File: src/rtl/nibble_serial_add_ctrl.sv
// Serial adder: one shared 4-bit add slice processes WIDTH-bit operands a nibble per clock,
// LSB first, with the carry rippled through a register; valid/ready on both sides.
module nibble_serial_add_ctrl #(
  parameter int unsigned WIDTH = 16
) (
  input  logic             clk,
  input  logic             rst_n,
  input  logic             in_valid,
  output logic             in_ready,
  input  logic [WIDTH-1:0] a,
  input  logic [WIDTH-1:0] b,
  input  logic             cin,
  output logic             out_valid,
  input  logic             out_ready,
  output logic [WIDTH-1:0] sum,
  output logic             cout,
  output logic             busy
);

  localparam int unsigned NIB   = WIDTH / 4;
  localparam int unsigned CNT_W = (NIB > 1) ? $clog2(NIB) : 1;

  typedef enum logic [1:0] {S_IDLE, S_ADD, S_DONE} state_t;

  state_t             r_state, w_state_nxt;
  logic [WIDTH-1:0]   r_a, w_a_nxt;
  logic [WIDTH-1:0]   r_b, w_b_nxt;
  logic [WIDTH-1:0]   r_sum, w_sum_nxt;
  logic               r_carry, w_carry_nxt;
  logic               r_cout, w_cout_nxt;
  logic [CNT_W-1:0]   r_cnt, w_cnt_nxt;
  logic               r_in_ready, w_in_ready_nxt;
  logic               r_out_valid, w_out_valid_nxt;
  logic               r_busy, w_busy_nxt;
  logic [4:0]         w_slice;

  // The single shared 4-bit slice: {c_out, s} = a + b + c_in
  assign w_slice = 5'(r_a[3:0]) + 5'(r_b[3:0]) + 5'(r_carry);

  always_ff @(posedge clk) begin
    if (!rst_n) begin
      r_state     <= S_IDLE;
      r_a         <= '0;
      r_b         <= '0;
      r_sum       <= '0;
      r_carry     <= 1'b0;
      r_cout      <= 1'b0;
      r_cnt       <= '0;
      r_in_ready  <= 1'b1;
      r_out_valid <= 1'b0;
      r_busy      <= 1'b0;
    end else begin
      r_state     <= w_state_nxt;
      r_a         <= w_a_nxt;
      r_b         <= w_b_nxt;
      r_sum       <= w_sum_nxt;
      r_carry     <= w_carry_nxt;
      r_cout      <= w_cout_nxt;
      r_cnt       <= w_cnt_nxt;
      r_in_ready  <= w_in_ready_nxt;
      r_out_valid <= w_out_valid_nxt;
      r_busy      <= w_busy_nxt;
    end
  end

  // Handshake flags are computed for the next state so they come straight from flops
  always_comb begin
    w_state_nxt     = r_state;
    w_a_nxt         = r_a;
    w_b_nxt         = r_b;
    w_sum_nxt       = r_sum;
    w_carry_nxt     = r_carry;
    w_cout_nxt      = r_cout;
    w_cnt_nxt       = r_cnt;
    w_in_ready_nxt  = r_in_ready;
    w_out_valid_nxt = r_out_valid;
    w_busy_nxt      = r_busy;
    case (r_state)
      S_IDLE: begin
        if (in_valid && r_in_ready) begin
          w_a_nxt        = a;
          w_b_nxt        = b;
          w_carry_nxt    = cin;
          w_cnt_nxt      = '0;
          w_in_ready_nxt = 1'b0;
          w_busy_nxt     = 1'b1;
          w_state_nxt    = S_ADD;
        end
      end
      S_ADD: begin
        w_sum_nxt   = {w_slice[3:0], r_sum[WIDTH-1:4]};
        w_a_nxt     = r_a >> 4;
        w_b_nxt     = r_b >> 4;
        w_carry_nxt = w_slice[4];
        w_cnt_nxt   = r_cnt + CNT_W'(1);
        if (r_cnt == CNT_W'(NIB - 1)) begin
          w_cout_nxt      = w_slice[4];
          w_cnt_nxt       = '0;
          w_out_valid_nxt = 1'b1;
          w_state_nxt     = S_DONE;
        end
      end
      S_DONE: begin
        // Handoff takes priority; a new op can only be accepted from IDLE
        if (out_ready) begin
          w_out_valid_nxt = 1'b0;
          w_in_ready_nxt  = 1'b1;
          w_busy_nxt      = 1'b0;
          w_state_nxt     = S_IDLE;
        end
      end
      default: begin
        w_state_nxt = S_IDLE;
      end
    endcase
  end

  assign in_ready  = r_in_ready;
  assign out_valid = r_out_valid;
  assign sum       = r_sum;
  assign cout      = r_cout;
  assign busy      = r_busy;

endmodule
File: config.mk
export PLATFORM = sky130hd
export DESIGN_NAME = nibble_serial_add_ctrl
export DESIGN_NICKNAME = d
export VERILOG_FILES = /design/src/rtl/nibble_serial_add_ctrl.sv
export SDC_FILE = /design/constraint.sdc
export NUM_CORES = 1
export LEC_CHECK = 0
export CORE_MARGIN = 4
export CORE_UTILIZATION = 43
export DETAILED_ROUTE_END_ITERATION = 10
export GPL_TIMING_DRIVEN = 1
export MAX_ROUTING_LAYER = met4
export PLACE_DENSITY = 0.7
export SKIP_CTS_REPAIR_TIMING = 1
export SYNTH_ARGS = -nofsm -noshare
export SYNTH_HDL_FRONTEND = slang
export SYNTH_SLANG_ARGS = --single-unit
File: constraint.sdc
create_clock -name clk -period 3.8 [get_ports clk]
set_clock_uncertainty 0.05 [all_clocks]
set_input_delay 0.38 -clock clk [delete_from_list [all_inputs] [get_ports clk]]
set_output_delay 0.38 -clock clk [all_outputs]
set_load 0.02 [all_outputs]
# Yosys cells after proc, flatten, opt, wreduce, memory -nomap -nowiden
# Cells that the tools add are included.
# classes
n_addsub,3
n_eq_ne,6
muxes,21
n_reduce_logical,10
# ops
op,count
$pmux 16 s2,2
$mux 16,2
$mux 2,5
$reduce_and 3->1,3
$pmux 1 s2,4
$mux 1,6
$ne 2x2->1 const B,3
$pmux 2 s3,1
$reduce_bool 2->1,3
$add 4x4->5,1
$add 5x1->5,1
$eq 2x2->1 const B,2
$pmux 2 s2,1
$reduce_and 2->1,2
$add 2x1->2 const B,1
$eq 2x1->1 const B,1
$logic_not 2->1,1
$logic_and 1x1->1,1
# totals
ff_bits,57
input_bits,37
out_inout_bits,20
wordCells,50

# Depth between registers and ports, before layout
# depth
depth_word,3
mapped_depth,7
ltp_nobuf,7

# Least setup slack after synthesis
# OpenSTA, ideal clock, no wires.
# synth_path
path_type,reg-to-reg
start,register r_a[0]
end,register r_carry
setup_time_ns,0.115
arrival_ns,1.472
t_required_ns,3.635
slack_ns,2.163
stages_incl_launch_ff,8
path_buffers,0
synth_period_minus_slack_ns,1.637
cell_sequence,dfxtp_1 fa_1 inv_1 fa_1 nor2b_1 o21ai_0 a21oi_1 o21a_1
# synth_via
elab_chain_len,3
# synth_lines
item,line,text
start: declaration,26,"logic [WIDTH-1:0] r_a, w_a_nxt;"
start signal: assignment,54,r_a <= w_a_nxt;
$add 4x4->5,38,assign w_slice = 5'(r_a[3:0]) + 5'(r_b[3:0]) + 5'(r_carry);
$add 5x1->5,38,
$pmux 1 s2,78,case (r_state)
end signal: assignment,57,r_carry <= w_carry_nxt;
end: declaration,29,"logic r_carry, w_carry_nxt;"
# No other way between the ends.
# A chain may end at the register's enable or synchronous reset.

# Worst setup path in the final report
# layout_path
start,register r_state[0]
end,"register r_cout, in the netlist cout"
# layout_via
elab_chain_len,2
# layout_lines
item,line,text
start: declaration,25,"state_t r_state, w_state_nxt;"
start signal: assignment,53,r_state <= w_state_nxt;
$eq 2x1->1,78,
$reduce_and 2->1 (no line),-,
end signal: assignment,58,r_cout <= w_cout_nxt;
end: declaration,30,"logic r_cout, w_cout_nxt;"
# No other way between the ends.

==> results.ini <==
[outcome]
status=completed

[critical_path]
critPathKind=register to register
startpoint_type=register
worst-path-max-fanout=33
cp_num_buf_inv=1
crit_arrival_ps=2130
path_delay_family=simple AND/OR/NAND/NOR gates
slowest_stage=nor2b_2
endpoint_kind=register
required_ps=4010
path_cells=nor2b_2 > buf_4 > and2_2 > o21ai_1 > a31oi_1
ff2ff_setup_slack_ps=1880
slowest_delay_ps=490

[global_route]
grt_max_degree=60
grt_overflow=0
grt_pass1_wl_mm=9.004
antenna_found_initial=0
track_usage_pct=16.23
grt_pass1_vias=2006

[timing]
hold_ws_ps=402.1
setup_ws_ps=1877
fmax_mhz=520.1
fin_crit_ps=1923
tightest_slew_ps=914.1
final-max-slew-violation-count=0
setup_viol_count_final=0
timing.final.crit_share_pct=50.60
setup_tns_ps=0
slew_headroom_pct=39.06
grt_setup_unrepaired=no
finalHoldViolCount=0

[cells_and_area]
synthToLayoutAreaGrowth_pct=26.24
drive_gt1_share_pct=6.286
fill_cells=546
nNetsFinal=388
final_cells=425
num_antenna_cells=0
fin_util_pct=55.63

[synthesis]
synth_edf_count=0
yosysTopAreaCellShare_pct=43.99
synthesis.nets=343
ys_ff_latch=57
syn_area_sq_um=2594
synth_top_area_cell=dfxtp_1
synthTopCellsByArea=dfxtp_1, nand2_1, o211a_1, nand3_1, a21boi_0
synth_warnings=0
synth.most_common_cell=nand2_1
ys_types=38
avgSynthCellArea_sq_um=8.646
synth_common_cells=nand2_1, dfxtp_1, nand3_1
ys_async_sr_fraction_pct=0
yosysSeqAreaShare_pct=43.99
ys.flop_type=dfxtp_1
syn_inst=300

[pwr]
leakage_uw=0.001441
p_per_area_nw_per_um2=445.8
max-vdd-ir-drop_v=0.0002075

[cts]
htree_levels=3
cts-buffers-inserted=9
clkSlewWorstSetupHoldPaths_ps=60
clock_latency_ps=320
clockBufferDepth=2
root_buffer=clkbuf_8
cts_tree=yes
cts.sinks=57

[routing]
via_count=2123
viasPerCell=4.995
drtIter0Drc=109
ant_nets=0
wire_per_inst_microns=12.51
wl_mm=5.316
first_pass_iters=4
drc=0

[place]
place_hpwl_mm=3.693
gp_congestion=0.7406
dpl_worst_slack_ps=1831
place_inst=409
io_buffers=56

[floorplan]
die_w_microns=85.67
core_area_sq_um=5886
die_y_microns=85.67
placementRows=28
start_util_pct=44.07
pin_count=57
dieArea_sq_um=7338

[job]
cap_violations=0

[min_path]
min_path_type=register to register

cells by family (layout without fill, tap and decap cells):
logic type / after synthesis / after routing / share of synthesized area [%]
and+or+nand+nor: 141 / 141 / 24.07
xor gates and xnor gates: 1 / 1 / 0.3377
adders and majority gates: 6 / 6 / 3.473
muxes: 1 / 1 / 0.3859
DFF: 57 / 57 / 43.99
buffers and inverters: 29 / 79 / 7.573
AOI/OAI and AO/OA: 65 / 65 / 20.16
sequential cells by signal, indices dropped and copies added, names as in the netlist:
register,count
r_b,16
busy,1
r_state,2
r_cnt,2
r_a,16
sum,16
out_valid,1
cout,1
in_ready,1
r_carry,1
cell usage in the layout (no fill, tap or decap), types with 4 or more instances in the layout:
cell type	n
a21boi_1	8
a21oi_1	7
nand2_1	86
ha_1	4
clkbuf_8	10
nor2b_1	4
o211a_1	25
dfxtp_1	57
inv_1	5
nor2_1	4
nand3_1	34
clkdlybuf4s50_1	55
a21boi_0	14
cell type report:
type,instances,area [sq um],area share (%)
clock buffers,13,148.9,4.547
well taps,75,93.84,2.866
flip-flops and latches,57,1141,34.85
clock inverters,3,40.04,1.223
inverters,5,18.77,0.5732
multi-input cells,214,1261,38.52
repair buffers,58,570.5,17.42
power by group:
group / switching [uW] / internal (uW) / leakage, uW / total [uW]
Combinational: 123 / 117 / 0.000877 / 240
Clock: 224 / 319 / 0.0000974 / 543
Sequential: 31.3 / 645 / 0.000468 / 677
Total: 378 / 1080 / 0.00144 / 1460
worst register-to-register path, delay by kind of cell, from the launching register on:
| kind | cells | cell delay (ps) |
|---|---|---|
| AO/OA/AOI/OAI | 2 | 220 |
| buffers and inverters | 1 | 410 |
| flip-flops | 1 | 460 |
| AND/OR/NAND/NOR | 2 | 720 |
path summary, 6_finish.rpt:
check / end / start / cells after the start
setup / recovery: cout / r_state[0] / 5
hold / removal: sum[0] / sum[0] / 2
setup reg to reg: cout / r_state[0] / 5
hold reg to reg: sum[0] / sum[0] / 2
routing by layer:
metal | vias up | global-route usage [%] | share of wire (%)
met1 | 959 | 20.86 | 49
li1 | 1112 | - | -
met2 | 45 | 23.80 | 44
met5 | - | - | 0
met3 | 7 | 3.266 | 4.5
met4 | 0 | 9.065 | 1.7
per-stage QoR:
step / power, uW / cell area, sq um
4_1_cts: 1478 / 3274
5_1_grt: 1539 / 3274
6_report: 1460 / 3274
3_5_place_dp: 933.8 / 3085
2_1_floorplan: 863.9 / 2594
3_3_place_gp: 926.7 / 3085
No activity file was read; power rests on OpenSTA's default activity.
